**src/rtl/qpi_target.sv**
```systemverilog
// qpi_target: QPI (quad SPI, mode 0) memory-side responder.
// Pad SCK/CS/data are oversampled with clk, command and 24-bit address are
// decoded, and quad reads/writes are served over a byte-wide request/ack bus.
//
// state      | meaning
// -----------|------------------------------------------------------------
// S_IDLE     | CS released; waiting for CS assertion
// S_CMD      | shifting in the two command nibbles
// S_ADDR     | shifting in the six address nibbles
// S_DUMMY    | first byte requested; counting dummy SCK rising edges
// S_RD_DATA  | driving read nibbles on SCK falling edges, prefetching bytes
// S_WR_DATA  | collecting write nibbles; one bus_we per completed byte
// S_IGNORE   | unsupported command; bus and pads stay quiet until CS rises
module qpi_target #(
    parameter int DUMMY_CYCLES = 6
) (
    input  logic        clk,
    input  logic        rst_n,
    input  logic        qpi_clk,
    input  logic        qpi_cs_n,
    input  logic [3:0]  qpi_io_i,
    output logic [3:0]  qpi_io_o,
    output logic [3:0]  qpi_io_oe,
    output logic [23:0] bus_addr,
    output logic [7:0]  bus_wdata,
    output logic        bus_we,
    output logic        bus_re,
    input  logic [7:0]  bus_rdata,
    input  logic        bus_ack,
    output logic        busy,
    output logic        err_late
);

    localparam int DW = $clog2(DUMMY_CYCLES + 1);
    localparam logic [DW-1:0] DUMMY_LOAD = DW'(DUMMY_CYCLES);

    typedef enum logic [2:0] {
        S_IDLE,
        S_CMD,
        S_ADDR,
        S_DUMMY,
        S_RD_DATA,
        S_WR_DATA,
        S_IGNORE
    } state_t;

    logic [1:0] sck_sync;
    logic [1:0] cs_sync;
    logic [3:0] io_meta;
    logic [3:0] io_sync;
    logic       sck_hist;
    logic       cs_hist;

    logic       sck_rise;
    logic       sck_fall;
    logic       cs_rise;
    logic       cs_fall;

    state_t     state;
    logic [2:0] nib_cnt;
    logic [3:0] cmd_hi;
    logic [19:0] addr_sr;
    logic       is_read;
    logic [23:0] cur_addr;
    logic [DW-1:0] dummy_cnt;
    logic [7:0] hold;
    logic       hold_fresh;
    logic [3:0] lo_nib;
    logic       rd_hi_next;
    logic [3:0] wr_hi;
    logic       wr_lo_next;

    logic [7:0]  cmd_byte;
    logic [23:0] addr_full;
    logic [23:0] addr_inc;

    // Two-flop synchronizers, plus one history stage on SCK and CS for edge detection
    always_ff @(posedge clk or negedge rst_n) begin
        if (!rst_n) begin
            sck_sync <= 2'b00;
            cs_sync  <= 2'b11;
            io_meta  <= 4'h0;
            io_sync  <= 4'h0;
            sck_hist <= 1'b0;
            cs_hist  <= 1'b1;
        end else begin
            sck_sync <= {sck_sync[0], qpi_clk};
            cs_sync  <= {cs_sync[0], qpi_cs_n};
            io_meta  <= qpi_io_i;
            io_sync  <= io_meta;
            sck_hist <= sck_sync[1];
            cs_hist  <= cs_sync[1];
        end
    end

    assign sck_rise  = sck_sync[1] & ~sck_hist;
    assign sck_fall  = ~sck_sync[1] & sck_hist;
    assign cs_rise   = cs_sync[1] & ~cs_hist;
    assign cs_fall   = ~cs_sync[1] & cs_hist;

    assign cmd_byte  = {cmd_hi, io_sync};
    assign addr_full = {addr_sr, io_sync};
    assign addr_inc  = cur_addr + 24'd1;

    // Protocol state machine; all pad and bus outputs are registered here
    always_ff @(posedge clk or negedge rst_n) begin
        if (!rst_n) begin
            state      <= S_IDLE;
            nib_cnt    <= 3'd0;
            cmd_hi     <= 4'h0;
            addr_sr    <= 20'h0;
            is_read    <= 1'b0;
            cur_addr   <= 24'h0;
            dummy_cnt  <= '0;
            hold       <= 8'h0;
            hold_fresh <= 1'b0;
            lo_nib     <= 4'h0;
            rd_hi_next <= 1'b1;
            wr_hi      <= 4'h0;
            wr_lo_next <= 1'b0;
            qpi_io_o   <= 4'h0;
            qpi_io_oe  <= 4'h0;
            bus_addr   <= 24'h0;
            bus_wdata  <= 8'h0;
            bus_we     <= 1'b0;
            bus_re     <= 1'b0;
            busy       <= 1'b0;
            err_late   <= 1'b0;
        end else begin
            bus_we <= 1'b0;
            bus_re <= 1'b0;

            // Acks only matter while a read is live; stragglers after CS release are dropped
            if (bus_ack && (state == S_DUMMY || state == S_RD_DATA)) begin
                hold       <= bus_rdata;
                hold_fresh <= 1'b1;
            end

            if (cs_rise) begin
                state      <= S_IDLE;
                qpi_io_oe  <= 4'h0;
                busy       <= 1'b0;
                wr_lo_next <= 1'b0;
            end else begin
                case (state)
                    S_IDLE: begin
                        if (cs_fall) begin
                            state      <= S_CMD;
                            nib_cnt    <= 3'd1;
                            busy       <= 1'b1;
                            err_late   <= 1'b0;
                            hold_fresh <= 1'b0;
                        end
                    end

                    S_CMD: begin
                        if (sck_rise) begin
                            if (nib_cnt == 3'd0) begin
                                nib_cnt <= 3'd5;
                                if (cmd_byte == 8'hEB) begin
                                    is_read <= 1'b1;
                                    state   <= S_ADDR;
                                end else if (cmd_byte == 8'h38 || cmd_byte == 8'h02) begin
                                    is_read <= 1'b0;
                                    state   <= S_ADDR;
                                end else begin
                                    state   <= S_IGNORE;
                                end
                            end else begin
                                cmd_hi  <= io_sync;
                                nib_cnt <= nib_cnt - 3'd1;
                            end
                        end
                    end

                    S_ADDR: begin
                        if (sck_rise) begin
                            if (nib_cnt == 3'd0) begin
                                cur_addr <= addr_full;
                                bus_addr <= addr_full;
                                if (is_read) begin
                                    bus_re     <= 1'b1;
                                    hold_fresh <= 1'b0;
                                    dummy_cnt  <= DUMMY_LOAD;
                                    state      <= S_DUMMY;
                                end else begin
                                    wr_lo_next <= 1'b0;
                                    state      <= S_WR_DATA;
                                end
                            end else begin
                                addr_sr <= {addr_sr[15:0], io_sync};
                                nib_cnt <= nib_cnt - 3'd1;
                            end
                        end
                    end

                    S_DUMMY: begin
                        if (sck_rise) begin
                            if (dummy_cnt == DW'(1)) begin
                                rd_hi_next <= 1'b1;
                                state      <= S_RD_DATA;
                            end else begin
                                dummy_cnt <= dummy_cnt - DW'(1);
                            end
                        end
                    end

                    S_RD_DATA: begin
                        if (sck_fall) begin
                            qpi_io_oe <= 4'hF;
                            if (rd_hi_next) begin
                                // Latch the whole byte now so a prefetch ack cannot corrupt the low nibble
                                qpi_io_o   <= hold[7:4];
                                lo_nib     <= hold[3:0];
                                if (!hold_fresh) begin
                                    err_late <= 1'b1;
                                end
                                hold_fresh <= 1'b0;
                                cur_addr   <= addr_inc;
                                bus_addr   <= addr_inc;
                                bus_re     <= 1'b1;
                                rd_hi_next <= 1'b0;
                            end else begin
                                qpi_io_o   <= lo_nib;
                                rd_hi_next <= 1'b1;
                            end
                        end
                    end

                    S_WR_DATA: begin
                        if (sck_rise) begin
                            if (!wr_lo_next) begin
                                wr_hi      <= io_sync;
                                wr_lo_next <= 1'b1;
                            end else begin
                                bus_wdata  <= {wr_hi, io_sync};
                                bus_addr   <= cur_addr;
                                bus_we     <= 1'b1;
                                cur_addr   <= addr_inc;
                                wr_lo_next <= 1'b0;
                            end
                        end
                    end

                    S_IGNORE: begin
                    end

                    default: begin
                        state <= S_IDLE;
                    end
                endcase
            end
        end
    end

endmodule
```
**config.mk**
```make
export PLATFORM = sky130hd
export DESIGN_NAME = qpi_target
export DESIGN_NICKNAME = d
export VERILOG_FILES = /design/src/rtl/qpi_target.sv
export SDC_FILE = /design/constraint.sdc
export NUM_CORES = 1
export LEC_CHECK = 0
export ABC_AREA = 1
export BUFFER_PORTS_ARGS = -buffer_cell sky130_fd_sc_hd__buf_2
export CAP_MARGIN = 5
export CORE_ASPECT_RATIO = 1.5
export CORE_UTILIZATION = 60
export CTS_CLUSTER_DIAMETER = 40
export DETAILED_ROUTE_END_ITERATION = 8
export GPL_ROUTABILITY_DRIVEN = 0
export PLACE_DENSITY = 0.8
export SYNTH_ARGS = -nofsm -noshare
export SYNTH_HDL_FRONTEND = slang
export SYNTH_SLANG_ARGS = --single-unit
```
**constraint.sdc**
```tcl
create_clock -name clk -period 4.26 [get_ports clk]
set_clock_uncertainty 0.15 [all_clocks]
set_input_delay 0.426 -clock clk [delete_from_list [all_inputs] [get_ports clk]]
set_output_delay 0.426 -clock clk [all_outputs]
set_load 0.1 [all_outputs]
```
Word-level counts from Yosys, hierarchy flattened:

Index checks and enable logic that the tools add are counted.

* eq/ne operators: 34
* add/sub/neg operators: 3
* muxes and demuxes: 79
* bitwise gates (word level): 11
* reductions and logical operators: 33

Operators with widths (number)
* $mux 24: 8
* $pmux 24 s3: 2
* $mux 3: 20
* $mux 1: 37
* $ne 2x2->1 const B: 13
* $add 24x1->24 const B: 1
* $ne 3x3->1 const B: 8
* $reduce_and 4->1: 5
* $mux 4: 4
* $reduce_and 8->1: 2
* $reduce_bool 2->1: 8
* $pmux 3 s5: 1
* $reduce_and 5->1: 3
* $reduce_and 6->1: 2
* $eq 3x3->1 const B: 3
* $pmux 3 s3: 1
* $reduce_bool 3->1: 3
* $eq 8x2->1 const B: 1
* $eq 8x6->1 const B: 1
* $eq 8x8->1 const B: 1
* $pmux 1 s2: 4
* $not 1->1: 7
* $reduce_and 7->1: 1
* $eq 3x1->1 const B: 2
* other kinds (13): 22

* flip-flop bits (word level): 135
* output and inout bits: 44
* logic and storage cells: 187

Longest topological paths before layout:

Gate-level depths: netlist (run 1).

* word-level depth: 9
* mapped depth: 12
* depth with buffers taken out: 11

Least setup slack after synthesis (run 1):

No wires, ideal clock.

* path type: register -> register
* from: reg cs_sync[1]
* to: reg bus_addr[2]
* path buffers: 3
* period minus slack after synthesis: 2.064 ns
* stages on the path, launching flop included: 10
* arrival: 1.795 ns
* data required time: 3.990 ns
* library setup time: 0.120 ns
* slack: 2.196 ns
* cell sequence: dfstp_2 -> ha_1 -> clkbuf_1 -> clkinv_1 -> nand2_2 -> nor2_8 -> buf_6 -> buf_6 -> nand2_1 -> nand2_1

* longest elaborated chain between the ends: 3

Ends and longest elaborated chain
* from (decl): line 48 `logic [1:0] cs_sync;`
* from (signal assigned): line 88 `cs_sync <= {cs_sync[0], qpi_cs_n};`
* $and 1x1->1: line 98 `assign cs_rise = cs_sync[1] & ~cs_hist;`
* $not 1->1 (no source line)
* $reduce_and 8->1 (no source line)
* to (signal assigned): line 180 `bus_addr <= addr_full;`
* to (signal assigned): line 220 `bus_addr <= addr_inc;`
* to (signal assigned): line 237 `bus_addr <= cur_addr;`
* to (decl): line 24 `output logic [23:0] bus_addr,`

No other way between the ends.
A chain may end at the register's enable or synchronous reset.

Worst setup path in the final report (run 1):

* from: reg state[0]
* to: reg bus_addr[11]

* longest elaborated chain between the ends: 3
* elaborated cells between the ends (all ways): 12
* classes of those cells: eq/ne (9); mux (1); reduce/logical (2)

Ends and longest elaborated chain
* from (decl): line 59 `state_t state;`
* from (signal assigned): line 108 `state <= S_IDLE;`
* from (signal assigned): line 140 `state <= S_IDLE;`
* from (signal assigned): line 148 `state <= S_CMD;`
* $eq 3x2->1 or $eq 3x3->1 (tied branches): line 145 `case (state)`
* $ne 2x2->1 (no source line) or $reduce_bool 3->1 (tied branches)
* $reduce_and 8->1 (no source line)

Parallel ways exist; a longest one is shown, timed or not.

==> impl_metrics.toml, run 1 <==
[outcome]
status = "complete, but fails checks"
violations = "hold timing"

[timing]
hold_ws_ns = -0.04810
worstMarginPinSlew_ns = 0.9041
slew_headroom_pct = 39.73
setup_viol = 0
fin_crit_ns = 3.078
slew_violations = 0
setup_tns_ns = 0
final-hold-violation-count = 23
max_clock_freq_mhz = 324.9
post-route-period-util_pct = 72.25
rsz0062_at_grt = "no"

[worst_setup_path]
cp_slowest_stage_delay_ns = 0.58
end_kind = "register"
slowest_stage = "dfrtp_1"
critical_path.max_fanout = 29
critPathTopFamily = "simple AND/OR/NAND/NOR gates"
startpoint_type = "register"
crit_arrival_ns = 3.25
critPathBufInv = 2
required_ns = 4.43
critical_path.cell_chain = "nor2_4 > nand2_2 > inv_1 > nand2_1 > nand3_4 > nor2_8 > buf_4 > nand2_1 > nor2_1 > nor2_1"
worst-setup-path-type = "register to register"

[power]
power.leakage_nw = 3.874
combPwrFrac_pct = 44.2
p_clk_share_pct = 23.0
powerDensity_nw_per_um2 = 830.0
power.switching_mw = 3.222
p_int_mw = 3.155
peakVddDrop_v = 0.0006058
p_seq_share_pct = 32.8
p_sw_share_pct = 50.53

[clock_network]
cts.clk_slew.worst_paths_ns = 0.07
cts.path.max_buffers = 2
ctsResizeCount = 0
cts_setup_buffers = 0
clock_latency_ns = 0.43
cts_root_buf = "clkbuf_16"
hold_buffers = 6
cts_buffers = 17
cts_sinks = 132
htree_levels = 4
cts_tree = "yes"

[grt]
busiest_layer = "met2"
globalRouteMet2Util_pct = 53.21
grt_overflow = 0
met3_usage_pct = 5.779
grt_max_degree = 70
grt_use_total_pct = 30.71
grt_use_met1_pct = 35.50
antenna_found_initial = 0
grt_pass1_wl_um = 26830
grt_pass1_vias = 5784

[die]
core_area_um2 = 10710
die-area_um2 = 11510
die_h_um = 130.9
start_util_pct = 62.10
rows = 46
die_w_um = 87.95
boundaryPins = 61

[route]
drtIter0Drc = 551
vias = 6060
wl_per_cell_um = 15.35
dr.pass1.iters = 5
viasPerCell = 5.664
ant_nets = 0
drc = 0
wl_um = 16420

[logic_synthesis]
yosys_warnings = 0
synth_cell_types = 41
synth_area_leaders = "dfrtp_1, nand2_1, o21ai_0"
synth-seq-cells = 132
ys_seq_area_share_pct = 49.76
synth_top_area_share_pct = 48.18
postSynthCellCount = 852
synthesis.area_um2 = 6648
synth_top_cell_by_area = "dfrtp_1"
synth-edff-count = 0
syn-num-nets = 876
ys_async_sr_fraction_pct = 100.0
synth-main-ff-cell = "dfrtp_1"
syn_avg_cell_area_um2 = 7.802

[min_path]
hold_path_class = "primary input to async pin"

[layout]
fin_util_pct = 71.77
area_growth_pct = 15.58
drive_gt1_share_pct = 13.82
final_nets = 937
antennaDiodeCount = 0

[job]
cap_viol_max_count = 0

[place]
io_buffers = 60
place_hpwl_um = 11440
-- metrics by stage --
stage               area, µm²  cells  total power [mW]  setup WS, ns
global route             7684   1070             6.732         1.003
floorplan                6648    852             4.322         2.196
finish                   7684   1070             6.377         1.182
detailed placement       7017   1032             4.881         1.289
global placement         7017   1032             4.783         1.397
CTS                      7684   1070             6.358         1.264
-- routing by layer --
metal	routed length, µm	vias to the layer above	share of wire (%)
met2	8537	245	52
met3	858	63	5.2
met4	750	0	4.6
met5	0	-	0
met1	6273	2886	38
li1	-	2866	-
-- sequential cells by signal, indices dropped and copies added, names as in the netlist, 2 cells and up --
name       flops
cur_addr      24
io_meta        4
state          3
bus_wdata      8
cmd_hi         4
hold           8
io_sync        4
nib_cnt        3
cs_sync        2
qpi_io_o       4
bus_addr      24
wr_hi          4
sck_sync       2
dummy_cnt      3
addr_sr       20
lo_nib         4
-- cells in the mapped netlist (all sizes together), types with 2 or more instances --
cell / count
o21ai: 73
xor2: 5
nor2: 94
a21oi: 34
o221ai: 2
nor3: 25
inv: 78
ha: 7
dfrtp: 128
a31oi: 4
nand2: 276
mux2: 12
xnor2: 2
nand3: 62
a21boi: 2
nand4: 6
buf: 20
clkbuf: 9
dfstp: 4
-- area by class of cell --
cell class	instances	area, µm²
tap	144	180.2
inverter	79	299.0
sequential	132	3308
fill	842	3022
multi-input combinational	612	2877
timing repair buffer	71	412.9
clock inverter	15	181.4
clock buffer	17	425.4
-- layout by cell type, fill, tap and decap left out, types with 3 or more instances in the layout --
master / netlist / routed
nand3_1: 60 / 60
nor3_1: 23 / 23
inv_6: 0 / 3
nand2_1: 273 / 273
inv_8: 0 / 5
inv_1: 75 / 75
buf_2: 11 / 59
clkbuf_16: 0 / 17
ha_1: 7 / 7
nand2_2: 3 / 3
dlygate4sd3_1: 0 / 6
nand4_1: 6 / 6
a31oi_1: 4 / 4
buf_4: 7 / 5
dfstp_2: 4 / 4
nor2_1: 90 / 90
a21oi_1: 34 / 34
xor2_1: 5 / 5
mux2_2: 12 / 12
dfrtp_1: 128 / 128
clkinv_8: 0 / 5
o21ai_0: 72 / 72
-- path summary, 6_finish.rpt --
check	end	slack (ns)	depth (start not counted)	startpoint
worst min-delay path	bus_addr[20]	-0.05	1	rst_n
max in group asynchronous	addr_sr[7]	3.13	2	rst_n
min in group clk	hold[7]	0.08	2	bus_rdata[7]
worst min register to register	sck_sync[1]	0.20	0	sck_sync[0]
worst max-delay path	bus_addr[11]	1.18	10	state[0]
worst max register to register	bus_addr[11]	1.18	10	state[0]
-- cell families (layout without fill, tap and decap cells) --
kind of cell,count (synthesis),in the layout,share of synthesized area [%]
flops,132,132,49.76
fa+ha+maj,7,7,1.317
compound gates,120,120,9.543
simple gates,466,466,29.46
buf+inv,108,182,6.964
xor+xnor,7,7,0.9223
mux,12,12,2.033
-- power groups by stage --
stage	Clock (mW)	Sequential (mW)	Combinational, mW
after floorplan	0	3.00	1.33
final	1.47	2.09	2.82
after global placement	0	2.07	2.71
after detailed placement	0	2.09	2.79
after CTS	1.47	2.08	2.81
after global routing	1.53	2.15	3.05
-- worst reg2reg max path: stages, from the launching register on --
cell     delay [ns]
dfrtp_1        0.58
nor2_4         0.08
nand2_2        0.20
inv_1          0.42
nand2_1        0.27
nand3_4        0.25
nor2_8         0.42
buf_4          0.36
nand2_1        0.08
nor2_1         0.11
nor2_1         0.05
No activity file was read; power rests on OpenSTA's default activity.
==> run 2, diff against run 1 <==
==> constraint.sdc (replaced) <==
create_clock -name clk -period 3 [get_ports clk]
set_clock_uncertainty 0.15 [all_clocks]
set_input_delay 0.3 -clock clk [delete_from_list [all_inputs] [get_ports clk]]
set_output_delay 0.3 -clock clk [all_outputs]
set_load 0.1 [all_outputs]
==> impl_metrics.toml, run 2 (synthesis results as in run 1) <==
[outcome]
status = "finished, final reports clean"

[timing]
fin_crit_ns = 2.613
rsz0062_at_grt = "no"
timing.final.ws_setup_ns = 0.3868
setup_viol = 0
slew_violations = 0
setup_tns_ns = 0
max_clock_freq_mhz = 382.7
slew_headroom_pct = 54.55
hold_ws_ns = 0.2014
post-route-period-util_pct = 87.11
worstMarginPinSlew_ns = 0.6792
final-hold-violation-count = 0

[layout]
final_nets = 952
finalInstanceArea_um2 = 7796
antennaDiodeCount = 0
final_common_cell = "nand2_1"
drive_gt1_share_pct = 14.24
fin_util_pct = 72.83
layout_common_cells = "nand2_1, dfrtp_1, nor2_1, inv_1, o21ai_0"
top_regs = "bus_addr x24, cur_addr x24, addr_sr x20"
area_growth_pct = 17.28
fillCellCount = 805

[worst_setup_path]
critical_path.cell_chain = "inv_1 > ha_1 > inv_1 > nor2_1 > nand2_1 > nand2_1 > nand2_2 > nor2_8 > buf_4 > nand2_1 > o21ai_0"
required_ns = 3.18
critPathTopFamily = "simple AND/OR/NAND/NOR gates"
worst-setup-path-type = "register to register"
end_kind = "register"
startpoint_type = "register"
critPathBufInv = 3
cp_slowest_stage_delay_ns = 0.50
slowest_stage = "nor2_8"
crit_arrival_ns = 2.79
critical_path.max_fanout = 34
crit_top_cell = "nand2_1"

[min_path]
hold_path_class = "register to register"

[route]
vias = 6128
drc = 0
wl_met2_um = 8740
ant_nets = 0
wl_per_cell_um = 15.30
dr_wl_met3_um = 887
wl_um = 16600
routed.top_layer = "met4"
dr.pass1.iters = 5
wirelength_met1_um = 6213
drtIter0Drc = 544
viasPerCell = 5.648

[power]
powerDensity_nw_per_um2 = 1157
power.leakage_nw = 3.927
peakVddDrop_v = 0.0008041

[clock_network]
cts_buffers = 17
cts.path.max_buffers = 2
cts_root_buf = "clkbuf_16"
clock_latency_ns = 0.42
htree_levels = 4
cts_setup_buffers = 0
cts.clk_slew.worst_paths_ns = 0.07
cts_tree = "yes"
cts_sinks = 132

[grt]
grt_pass1_vias = 5983
grt_overflow = 0
antenna_found_initial = 0
grt_pass1_wl_um = 27320
grt_max_degree = 49
grt_use_total_pct = 31.19

[die]
die_w_um = 87.95
core_area_um2 = 10710
die-area_um2 = 11510
rows = 46
start_util_pct = 62.10
die_h_um = 130.9
boundaryPins = 61

[job]
cap_viol_max_count = 0

[place]
io_buffers = 60
dp_slack_ns = 0.4691
dpl_cell_area_um2 = 7062
place_hpwl_um = 11650
## run 2: cell types whose count changed in the layout (fill, tap and decap cells not counted)
cell,delta
dlygate4sd3_1,+9
clkinv_8,-3
clkinvlp_4,+2
inv_8,+1
buf_4,+6
## run 2: what timing repair did
| action | CTS | global route |
|---|---|---|
| hold buffers | 15 | 0 |
| endpoints found under the hold margin | 59 | 0 |
| gates resized for setup | 0 | 0 |
## run 2: path summary, 6_finish.rpt
| path | from | end | slack [ns] | cells past startpoint |
|---|---|---|---|---|
| setup / recovery | nib_cnt[0] | cur_addr[2] | 0.39 | 11 |
| hold / removal | io_meta[1] | io_sync[1] | 0.20 | 0 |
| setup reg to reg | nib_cnt[0] | cur_addr[2] | 0.39 | 11 |
| hold reg to reg | io_meta[1] | io_sync[1] | 0.20 | 0 |
| max in group asynchronous | rst_n | rd_hi_next | 1.66 | 3 |
| min in group asynchronous | rst_n | cur_addr[17] | 0.28 | 2 |
## run 2: final cells by class
type	instances	area (µm²)	share of cell area [%]
Tap cell	144	180.2	2.311
Multi-Input combinational cell	612	2877	36.90
Clock inverter	15	158.9	2.038
Inverter	79	299.0	3.836
Sequential cell	132	3308	42.43
Clock buffer	17	425.4	5.457
Timing Repair Buffer	86	548.0	7.029
## run 2: report_power, final
part	total [mW]	switching (mW)	internal, mW
clock network	2.02	0.908	1.11
logic	4.04	3.09	0.945
registers	2.97	0.534	2.43
total	9.02	4.53	4.49
## run 2: worst register-to-register path, stage by stage, from the launching register on
cell and delay (ns):
dfrtp_1 0.39, inv_1 0.11, ha_1 0.16, inv_1 0.04, nor2_1 0.19, nand2_1 0.11
nand2_1 0.12, nand2_2 0.28, nor2_8 0.50, buf_4 0.31, nand2_1 0.06, o21ai_0 0.09
## run 2: metrics by stage
stage	total power [mW]	instances
3_3_place_gp	6.802	1038
3_5_place_dp	6.953	1038
4_1_cts	9.004	1085
5_1_grt	9.551	1085
2_1_floorplan	6.138	852
6_report	9.024	1085
## run 2: layer usage
layer / up-vias / global-route usage [%]
met3: 72 / 5.967
met4: 0 / 19.09
met5: - / 0
li1: 2891 / -
met2: 289 / 55.81
met1: 2876 / 33.51
==> run 3, diff against run 2 <==
--- a/config.mk
+++ b/config.mk
@@ -14,6 +14,7 @@
 export DETAILED_ROUTE_END_ITERATION = 8
 export GPL_ROUTABILITY_DRIVEN = 0
 export PLACE_DENSITY = 0.8
+export RECOVER_POWER = 25
 export SYNTH_ARGS = -nofsm -noshare
 export SYNTH_HDL_FRONTEND = slang
 export SYNTH_SLANG_ARGS = --single-unit
==> impl_metrics.toml, run 3 (synthesis results as in run 1) <==
[worst_setup_path]
crit_top_cell = "nand2_1"
required_ns = 3.18
end_kind = "register"
worstRegToRegCells = 11
slowest_stage = "nor2_8"
critPathTopFamily = "simple AND/OR/NAND/NOR gates"
critPathBufInv = 3
critical_path.max_fanout = 34
crit-reg2reg-capture = "cur_addr[2]"
r2r-start = "nib_cnt[0]"
regToRegSetupSlack_ns = 0.37
crit_arrival_ns = 2.81
cp_slowest_stage_delay_ns = 0.50
critical_path.cell_chain = "inv_1 > ha_1 > inv_1 > nor2_1 > nand2_1 > nand2_1 > nand2_2 > nor2_8 > buf_4 > nand2_1 > o21ai_0"
startpoint_type = "register"
worst-setup-path-type = "register to register"

[route]
dr.pass1.iters = 7
drtIter0Drc = 526
ant_nets = 0
wl_um = 16600
drc = 0
viasPerCell = 5.622
wl_per_cell_um = 15.29
vias = 6100

[grt]
grt_use_total_pct = 31.19
antenna_found_initial = 0
grt_pass1_wl_um = 27320
grt_overflow = 0
grt_pass1_vias = 5983
grt_max_degree = 49

[layout]
layout_common_cells = "nand2_1, dfrtp_1, nor2_1, inv_1, o21ai_0"
finalInstanceArea_um2 = 7779
top_regs = "bus_addr x24, cur_addr x24, addr_sr x20"
fin_util_pct = 72.66
antennaDiodeCount = 0
drive_gt1_share_pct = 14.13
final_nets = 952
area_growth_pct = 17.01
final_common_cell = "nand2_1"

[timing]
setup_tns_ns = 0
slew_headroom_pct = 23.96
worstMarginPinSlew_ns = 1.141
max_clock_freq_mhz = 379.7
setup_viol = 0
final-hold-violation-count = 0
post-route-period-util_pct = 87.80
hold_ws_ns = 0.2010
fin_crit_ns = 2.634
slew_violations = 0
rsz0062_at_grt = "no"

[outcome]
status = "finished, final reports clean"

[place]
place_hpwl_um = 11650
dpl_cell_area_um2 = 7062
io_buffers = 60

[die]
die_h_um = 130.9
rows = 46
boundaryPins = 61
die_w_um = 87.95
start_util_pct = 62.10
die-area_um2 = 11510
core_area_um2 = 10710

[clock_network]
htree_levels = 4
cts_root_buf = "clkbuf_16"
cts.path.max_buffers = 2
cts_buffers = 17
cts.clk_slew.worst_paths_ns = 0.07
cts_sinks = 132
cts_tree = "yes"
clock_latency_ns = 0.43

[power]
powerDensity_nw_per_um2 = 1160
power.leakage_nw = 3.920
total_power_mw = 9.025
peakVddDrop_v = 0.0008022

[min_path]
min_from = "io_meta[1]"
whs_path_depth = 0
hold-path-endpoint = "io_sync[1]"
hold_path_class = "register to register"

[job]
cap_viol_max_count = 0
run 3: cell types whose count changed in the layout (fill, tap and decap cells not counted):
cell	change
dfstp_1	+1
dfstp_2	-1
buf_12	-1
clkbuf_2	+2
buf_4	-1
run 3: worst max path at each step:
stage | startpoint | endpoint | slack (ns) | cells after the start
6_report | nib_cnt[0] | cur_addr[2] | 0.37 | 11
5_1_grt | rst_n | cur_addr[7] | 0.07 | 3
4_1_cts | nib_cnt[0] | cur_addr[2] | 0.43 | 10
3_5_place_dp | nib_cnt[0] | cur_addr[2] | 0.47 | 11
3_3_place_gp | nib_cnt[0] | cur_addr[5] | 0.55 | 10
2_1_floorplan | cs_sync[1] | bus_addr[2] | 0.94 | 9
run 3: report_power, final:
group / total (mW) / leakage, nW / internal, mW / switching (mW)
combinational: 4.03 / 1.97 / 0.942 / 3.09
clock: 2.02 / 0.282 / 1.11 / 0.913
sequential: 2.97 / 1.67 / 2.43 / 0.534
total: 9.03 / 3.92 / 4.49 / 4.54
run 3: through the flow:
stage	cells	setup slack, ns
2_1_floorplan	852	0.9356
3_3_place_gp	1038	0.5528
3_5_place_dp	1038	0.4691
4_1_cts	1085	0.4349
5_1_grt	1085	0.07357
6_report	1085	0.3661
run 3: layer usage:
layer / routed length [µm] / track usage [%]
met1: 6191 / 33.51
met2: 8699 / 55.81
met3: 911 / 5.967
met4: 794 / 19.09
met5: 0 / 0
run 3: cell type report:
type	count	area, µm²
sequential	132	3308
tap	144	180.2
multi-input combinational	612	2877
clock inverter	15	158.9
clock buffer	17	425.4
timing repair buffer	86	530.5
inverter	79	299.0
fill	808	2927
run 3: repair_timing:
item,4_1_cts,5_1_grt
gates resized for setup,0,0
endpoints found under the setup margin,0,0
buffers inserted,0,0
hold endpoints to repair,59,0
hold buffers,15,0
